==> src/rtl/main_mem_ctrl.sv <==
// Cache-line to word-bank controller: accepts one line read or write, waits a fixed
// access latency, bursts the words over the bank port, then pulses a completion.
module main_mem_ctrl #(
  parameter int WORDS_PER_LINE = 4,
  parameter int LATENCY        = 4
) (
  input  logic                        clk,
  input  logic                        rst,
  input  logic                        req_valid,
  output logic                        req_ready,
  input  logic                        req_we,
  input  logic [27:0]                 req_addr,
  input  logic [32*WORDS_PER_LINE-1:0] req_wline,
  output logic                        resp_valid,
  output logic [32*WORDS_PER_LINE-1:0] resp_rline,
  output logic [27:0]                 mem_addr,
  output logic                        mem_we,
  output logic [31:0]                 mem_wdata,
  input  logic [31:0]                 mem_rdata
);

  localparam int LINE_W = 32 * WORDS_PER_LINE;
  localparam int IDX_W  = $clog2(WORDS_PER_LINE);
  localparam int WCNT_W = $clog2(LATENCY + 2);
  localparam logic [IDX_W-1:0]  LAST_BEAT = IDX_W'(WORDS_PER_LINE - 1);
  localparam logic [WCNT_W-1:0] WCNT_INIT = WCNT_W'((LATENCY > 0) ? LATENCY - 1 : 0);

  typedef enum logic [1:0] {IDLE, WAIT, XFER, RESP} state_t;

  state_t              state, state_nxt;
  logic [WCNT_W-1:0]   wcnt;
  logic [IDX_W-1:0]    beat;
  logic                accept;
  logic [27-IDX_W:0]   line_q;
  logic                we_q;
  logic [LINE_W-1:0]   wline_q;
  logic                unused_addr_lsb;

  // Word-within-line bits of the request address carry no information.
  assign unused_addr_lsb = ^req_addr[IDX_W-1:0];

  always_comb begin
    state_nxt  = state;
    req_ready  = 1'b0;
    resp_valid = 1'b0;
    accept     = 1'b0;
    case (state)
      IDLE: begin
        req_ready = 1'b1;
        if (req_valid) begin
          accept    = 1'b1;
          state_nxt = (LATENCY > 0) ? WAIT : XFER;
        end
      end
      WAIT: if (wcnt == '0) state_nxt = XFER;
      XFER: if (beat == LAST_BEAT) state_nxt = RESP;
      RESP: begin
        resp_valid = 1'b1;
        state_nxt  = IDLE;
      end
      default: state_nxt = IDLE;
    endcase
  end

  // Bank port is driven only during the burst; all zeros otherwise.
  always_comb begin
    mem_addr  = '0;
    mem_we    = 1'b0;
    mem_wdata = '0;
    if (state == XFER) begin
      mem_addr  = {line_q, beat};
      mem_we    = we_q;
      mem_wdata = wline_q[{beat, 5'd0} +: 32];
    end
  end

  always_ff @(posedge clk or negedge rst) begin
    if (!rst) begin
      state <= IDLE;
      wcnt  <= '0;
      beat  <= '0;
    end else begin
      state <= state_nxt;
      if (accept)
        wcnt <= WCNT_INIT;
      else if (state == WAIT)
        wcnt <= wcnt - 1'b1;
      if (state_nxt == XFER && state != XFER)
        beat <= '0;
      else if (state == XFER)
        beat <= beat + 1'b1;
    end
  end

  // Request payload is captured once at acceptance and held for the whole burst.
  always_ff @(posedge clk) begin
    if (accept) begin
      line_q  <= req_addr[27:IDX_W];
      we_q    <= req_we;
      wline_q <= req_wline;
    end
  end

  always_ff @(posedge clk or negedge rst) begin
    if (!rst)
      resp_rline <= '0;
    else if (state == XFER && !we_q)
      resp_rline[{beat, 5'd0} +: 32] <= mem_rdata;
  end

endmodule
==> config.mk <==
export PLATFORM = sky130hd
export DESIGN_NAME = main_mem_ctrl
export DESIGN_NICKNAME = d
export VERILOG_FILES = /design/src/rtl/main_mem_ctrl.sv
export SDC_FILE = /design/constraint.sdc
export NUM_CORES = 1
export LEC_CHECK = 0
export CAP_MARGIN = 30
export CORE_UTILIZATION = 25
export CTS_CLUSTER_SIZE = 40
export DETAILED_ROUTE_END_ITERATION = 7
export PLACE_DENSITY_LB_ADDON = 0.05
export SLEW_MARGIN = 20
export SYNTH_ARGS = -nofsm -noshare
export SYNTH_HDL_FRONTEND = slang
export SYNTH_SLANG_ARGS = --single-unit
==> constraint.sdc <==
create_clock -name clk -period 5.2 [get_ports clk]
set_input_delay 0.78 -clock clk [delete_from_list [all_inputs] [get_ports clk]]
set_output_delay 0.78 -clock clk [all_outputs]
set_load 0.03 [all_outputs]
==> implementation parameters, run 1 <==
Parameter                              Value

STA
  Max-slew violations ... 0
  Setup_tns ... 0 ns
  Worst-case hold slack ... 0.131 ns
  Final setup violating endpoints ... 0
  Setup slack after layout ... 1.15 ns
  Setup clock skew after layout ... 0.0170 ns
  Final critical path time including I/O delays and setup ... 4.05 ns
  Worst-Margin Slew ... 0.909 ns
  Headroom to the max-slew limit ... 39.4%
  Highest clock frequency the design can meet ... 247 MHz
  Unrepaired setup endpoints after global routing ... false
  Final period utilization ... 77.9%
  Final Hold Viols ... 0

Logic synthesis
  Cell type with the highest aggregate area in the netlist ... edfxtp_1
  Seq cells post-synth ... 290
  Syn Std Cell Area ... 11,400 um^2
  Proportion of netlist area held by the largest area contributor ... 40.8%
  Part of the Yosys area used for sequential elements ... 70.4%
  Yosys synthesis warning count ... 0
  Avg Synthesized Cell Area ... 12.7 um^2
  Count of unique library cells instantiated by Yosys ... 30
  Net count after synthesis ... 1,099
  Largest cells by area after synthesis ... edfxtp_1 (41%), dfrtp_1 (30%), nand2_1 (8.6%)
  Number of instances in the synthesized netlist ... 899

Place
  Placed wire-length estimate after detailed placement ... 23.7 mm
  Routability congestion estimate from global placement ... 0.727
  Worst slack at placement ... 1.65 ns
  Number of buffers added on ports ... 380
  Number of cells in the design after placement ... 1,826

Die
  Floorplan die width ... 216 um
  Number of rows in the core area ... 77
  Io pins ... 383
  Initial core utilization ... 25.6%
  Floorplan die area ... 46,500 um^2
  Y dimension of the die ... 216 um
  Core Region ... 44,600 um^2

Power
  Peak ir drop on the vdd network ... 0.000221 V
  Reported net switching power ... 3.00 mW
  Leakage dissipation ... 6.44 nW
  Internal power component ... 5.66 mW
  Relative contribution of sequential cells to total power ... 38.4%
  Proportion of total power due to net switching ... 34.6%
  Power per Cell Area ... 509 nW/um^2
  Power consumption ... 8.66 mW
  Relative contribution of the clock network to total power ... 28.1%
  Combinational Power Share ... 33.5%

Global routing
  Via count of the first global-routing pass ... 7,972
  Number of antenna violations at the first check in global routing ... 12
  Total GRT Usage ... 14.9%
  Residual overflow from global routing ... 0
  Maximum number of pins on one net before global-route repair ... 70
  Wire length of the first global-routing pass ... 52.0 mm

Final layout
  Layout-stage area growth over the synthesis result ... 49.3%
  Most common library cell in the layout ignoring fill and taps ... clkdlybuf4s50_1
  Final nets ... 1,474
  Number of non-filler instances in the completed layout ... 1,895
  Fraction of final layout cells with drive strength greater than 1 ... 6.99%
  Most used cells in the layout excluding fill and tap cells ... clkdlybuf4s50_1 (379), nand2_1 (260), edfxtp_1 (155), dfrtp_1 (134), o21ai_0 (68)

Routing
  DRT Wirelength ... 35.0 mm
  Remaining antenna violation count after routing ... 0
  Iteration-0 DRC count of the detailed router ... 450
  Post-route DRC violation count ... 0
  Detail-routed net length per standard cell ... 18.5 um
  Via density per instance ... 4.16
  Detailed Routing Iterations Pass 1 ... 4
  Via count ... 7,884

Critical path
  Endpoint of the worst register-to-register path ... resp_rline[60]
  Worst reg2reg startpoint ... beat[1]
  Arrival @ worst endpoint ... 3.27 ns
  Max FO, Critical Path ... 33
  Worst endpoint required time ... 4.42 ns
  Worst reg2reg setup slack ... 2.33 ns
  Worst-case reg-to-reg path depth ... 6
  Crit Path Class ... reg -> out
  Slowest cell on the critical path ... clkdlybuf4s50_1
  Critical path, cell by cell ... nor2b_4, nand2_1, buf_4, o22ai_1, clkdlybuf4s50_1
  Critical Path Sink Type ... output pin
  Critical Path Source Type ... flop
  Largest stage delay, worst path ... 0.77 ns

Clock tree
  Total setup buffers inserted after CTS ... 0
  Clock Sinks ... 290
  CTS tree ... done
  H-tree depth reported by CTS ... 2
  Root Buffer Master ... clkbuf_16
  Hold buffer count at cts ... 0
  Num CTS Buffers ... 37
  Clock-pin slew of the registers on the worst-case setup and hold paths ... 0.06 ns
  Maximum number of buffers from clock root to sink ... 3
  Worst skew pair latency ... 0.54 ns
  Number of instances resized during post-cts repair ... 0

Job
  Number of maximum-capacitance constraint violations ... 0

Run status
  Result of the run ... completed

Min path
  Worst Hold Class ... in -> async
power groups by stage:
stage          combinational [mW]  sequential, mW  clock [mW]
2_1_floorplan               0.995            4.00           0
3_3_place_gp                 2.92            3.40           0
3_5_place_dp                 2.96            3.38           0
4_1_cts                      2.97            3.34        2.55
5_1_grt                      3.11            3.40        2.62
6_report                     2.90            3.33        2.43
flip-flops by register name, summed over array words and instances (netlist names):
register and cells:
wcnt 3, beat 2, resp_rline 128, state 2, wline_q 128, we_q 1
line_q 26
metrics by stage:
step | utilization (%) | cell area (um^2)
3_3_place_gp | 35.3 | 15800
3_5_place_dp | 35.6 | 15900
4_1_cts | 38.1 | 17000
6_report | 38.2 | 17000
5_1_grt | 38.2 | 17000
2_1_floorplan | - | 11400
critical path, delay by kind of cell (launching register included):
family                 cells  cell delay, ns
flip-flops                 1            0.64
AND/OR/NAND/NOR            2            0.75
AO/OA/AOI/OAI              1            0.24
buffers and inverters      2            1.07
cell usage after synthesis (all sizes together):
master,count
nand2,260
edfxtp,155
dfrtp,135
o21ai,128
mux2i,65
buf,45
o22ai,32
and2,30
clkbuf,14
ha,8
inv,6
nand4bb,4
nor2b,3
nor3b,3
a21oi,2
a21bo,1
a21o,1
a22o,1
a22oi,1
and3b,1
nand3b,1
nor2,1
o211ai,1
o21bai,1
area by class of cell:
class                           count  area (um^2)
Timing Repair Buffer              395         4010
Clock buffer                       55         1050
Tap cell                          592          741
Sequential cell                   290         8040
Clock inverter                     11         88.8
Antenna cell                        2         5.00
Fill cell                        4366        27600
Multi-Input combinational cell    544         3080
Inverter                            6         22.5
metal layers:
layer | wire, um | vias up | GRT usage, %
met5 | 138 | - | 0
met4 | 665 | 18 | 4.89
met3 | 3290 | 62 | 6.67
met2 | 16100 | 237 | 23.2
met1 | 14700 | 3684 | 18.3
li1 | - | 3883 | -
logic make-up after synthesis:
kind of cell	share of synthesized area, %
AO/OA/AOI/OAI	8.28
buffers and inverters	3.22
multiplexers	5.70
adder cells (fa/ha/maj)	0.877
AND/OR/NAND/NOR	11.5
flip-flops	70.4
how the worst max path moves through the flow:
stage,startpoint,endpoint,slack [ns],cells after the start
2_1_floorplan,state[0],line_q[0],0.07,3
3_3_place_gp,state[1],mem_wdata[17],1.59,5
3_5_place_dp,state[1],mem_wdata[4],1.65,5
4_1_cts,state[1],mem_wdata[3],1.04,5
5_1_grt,state[1],mem_wdata[5],0.85,5
6_report,state[1],mem_wdata[3],1.15,5
Note: power is estimated with default switching activity, not from simulation.
==> run 2, diff against run 1 <==
Clock period 5.2 ns to 3.6 ns, I/O delays scaled along.
==> run 2 against run 1 <==
Effect of this change:
- first-iteration DRC count increased by 17%
- sequential share of layout area is 0.20 points higher
- register-to-register slack got worse by 1.2 ns
- count of clock-buffer cells in the layout shrank 5
- setup slack lost 0.71 ns
- total power increased by 44%
- sequential cell count stayed put
- worst hold slack better by 0.34 ns
- via count increased by 0.29%
- cell count grew 0.11%
- non-clock buffer count grew 6
- combinational power increased by 45%
- critical path type unchanged
- critical endpoint is now mem_wdata[16]
- largest cell class unchanged
- largest power group unchanged
==> implementation parameters, run 2 (synthesis results as in run 1) <==
Parameter                              Value

Power
  Power consumption ... 12.5 mW
  Leakage dissipation ... 6.50 nW
  Peak ir drop on the vdd network ... 0.000296 V
  Power per Cell Area ... 736 nW/um^2

Routing
  Post-route DRC violation count ... 0
  DRT Wirelength ... 35.0 mm
  Detailed Routing Iterations Pass 1 ... 4
  Remaining antenna violation count after routing ... 0
  Detail-routed net length per standard cell ... 18.5 um
  Via count ... 7,907
  Via density per instance ... 4.17
  Iteration-0 DRC count of the detailed router ... 527

STA
  Setup clock skew after layout ... 0.0140 ns
  Headroom to the max-slew limit ... 46.7%
  Final critical path time including I/O delays and setup ... 3.16 ns
  Final setup violating endpoints ... 0
  Max-slew violations ... 0
  Final Hold Viols ... 0
  Unrepaired setup endpoints after global routing ... false
  Highest clock frequency the design can meet ... 316 MHz
  Final period utilization ... 87.8%
  Worst-Margin Slew ... 0.800 ns
  Setup_tns ... 0 ns

Die
  Floorplan die width ... 216 um
  Floorplan die area ... 46,500 um^2
  Core Region ... 44,600 um^2
  Io pins ... 383
  Y dimension of the die ... 216 um
  Number of rows in the core area ... 77
  Initial core utilization ... 25.6%

Clock tree
  Clock Sinks ... 290
  Clock-pin slew of the registers on the worst-case setup and hold paths ... 0.06 ns
  Maximum number of buffers from clock root to sink ... 3
  Hold buffer count at cts ... 1
  H-tree depth reported by CTS ... 2
  Root Buffer Master ... clkbuf_16
  Total setup buffers inserted after CTS ... 0
  Number of instances resized during post-cts repair ... 0
  CTS tree ... done
  Worst skew pair latency ... 0.55 ns
  Num CTS Buffers ... 37

Critical path
  Slowest cell on the critical path ... dfrtp_1
  Largest stage delay, worst path ... 0.64 ns
  Worst-case reg-to-reg path depth ... 5
  Critical Path Source Type ... flop
  Worst endpoint required time ... 3.06 ns
  Arrival @ worst endpoint ... 2.62 ns
  Worst reg2reg startpoint ... beat[1]
  Critical path, cell by cell ... nor2b_4, buf_4, nand2_1, buf_4, o22ai_1, buf_4
  Worst reg2reg setup slack ... 1.12 ns
  Crit Path Class ... reg -> out
  Max FO, Critical Path ... 33
  Most numerous cell on the critical path ... buf_4
  Critical Path Sink Type ... output pin
  Endpoint of the worst register-to-register path ... resp_rline[48]

Global routing
  Maximum number of pins on one net before global-route repair ... 65
  Number of antenna violations at the first check in global routing ... 12
  Total GRT Usage ... 15.1%
  Via count of the first global-routing pass ... 8,144
  Residual overflow from global routing ... 0
  Wire length of the first global-routing pass ... 52.7 mm

Final layout
  Filler cell count in the final layout ... 4,365
  Fraction of final layout cells with drive strength greater than 1 ... 9.45%
  Largest registers ... resp_rline (128), wline_q (128), line_q (26)
  Most used cells in the layout excluding fill and tap cells ... clkdlybuf4s50_1 (347), nand2_1 (260), edfxtp_1 (155), dfrtp_1 (134), o21ai_0 (68)
  Final nets ... 1,480
  Most common library cell in the layout ignoring fill and taps ... clkdlybuf4s50_1
  Number of non-filler instances in the completed layout ... 1,897
  Layout-stage area growth over the synthesis result ... 48.7%

Place
  Number of cells in the design after placement ... 1,832
  Number of buffers added on ports ... 380
  Placed wire-length estimate after detailed placement ... 23.7 mm
  Routability congestion estimate from global placement ... 0.724

Job
  Number of maximum-capacitance constraint violations ... 0

Min path
  Worst Hold Class ... in -> async

Run status
  Result of the run ... completed
## run 2: cell count changes in the layout (fill, tap and decap cells not counted), sizes merged
cell           previous run  this run
buf                      16        53
diode                     2         4
clkbuf                   55        50
clkdlybuf4s50           379       347
inv                       6         7
clkinv                   10         8
dlygate4sd3               0         1
## run 2: worst max-delay path by stage
stage | cells after the start | start | to
after floorplan | 3 | state[0] | line_q[0]
after global placement | 6 | state[1] | mem_wdata[16]
after detailed placement | 6 | state[1] | mem_wdata[16]
after CTS | 6 | state[1] | mem_wdata[16]
after global routing | 6 | state[1] | mem_wdata[16]
final | 6 | state[1] | mem_wdata[16]
## run 2: through the flow
step                      area, um^2  hold slack, ns  util [%]  setup slack (ns)
after floorplan                11400           0.244         -             0.168
after global placement         15800           0.462      35.5             0.934
after detailed placement       15800           0.466      35.5             0.962
after CTS                      16900           0.467      38.0             0.348
after global routing           17000           0.482      38.0             0.241
final                          17000           0.476      38.0             0.437
## run 2: layer usage
metal	routed length [um]	up-vias	GRT usage, %
met5	131	-	0
met4	610	18	3.69
met3	3240	62	6.85
met2	16400	242	24.2
met1	14600	3694	18.5
li1	-	3891	-
## run 2: where the power goes
part / switching, mW / total, mW / internal (mW)
combinational: 2.52 / 4.20 / 1.69
clock: 1.41 / 3.48 / 2.07
sequential: 0.403 / 4.80 / 4.40
total: 4.33 / 12.5 / 8.16
## run 2: final cells by class
class / count / area, um^2 / area share [%]
diodes: 4 / 10.0 / 0.0590
clock buffers: 50 / 1040 / 6.12
clock inverters: 10 / 76.3 / 0.450
inverters: 6 / 22.5 / 0.133
multi-input cells: 544 / 3080 / 18.1
flip-flops and latches: 290 / 8040 / 47.4
well taps: 592 / 741 / 4.37
repair buffers: 401 / 3960 / 23.4
## run 2: worst max-delay path: cells and delay by family, from the launching register on
| kind | cells | cell delay [ns] |
|---|---|---|
| buffers and inverters | 3 | 0.80 |
| DFF | 1 | 0.64 |
| and+or+nand+nor | 2 | 0.33 |
| AOI/OAI and AO/OA | 1 | 0.28 |
==> run 3, diff against run 2 <==
Settings changed: ABC_CLOCK_PERIOD_IN_PS set to 3600.
==> results of run 3 <==
Final layout, timing and power as in run 2 (identical DEF).
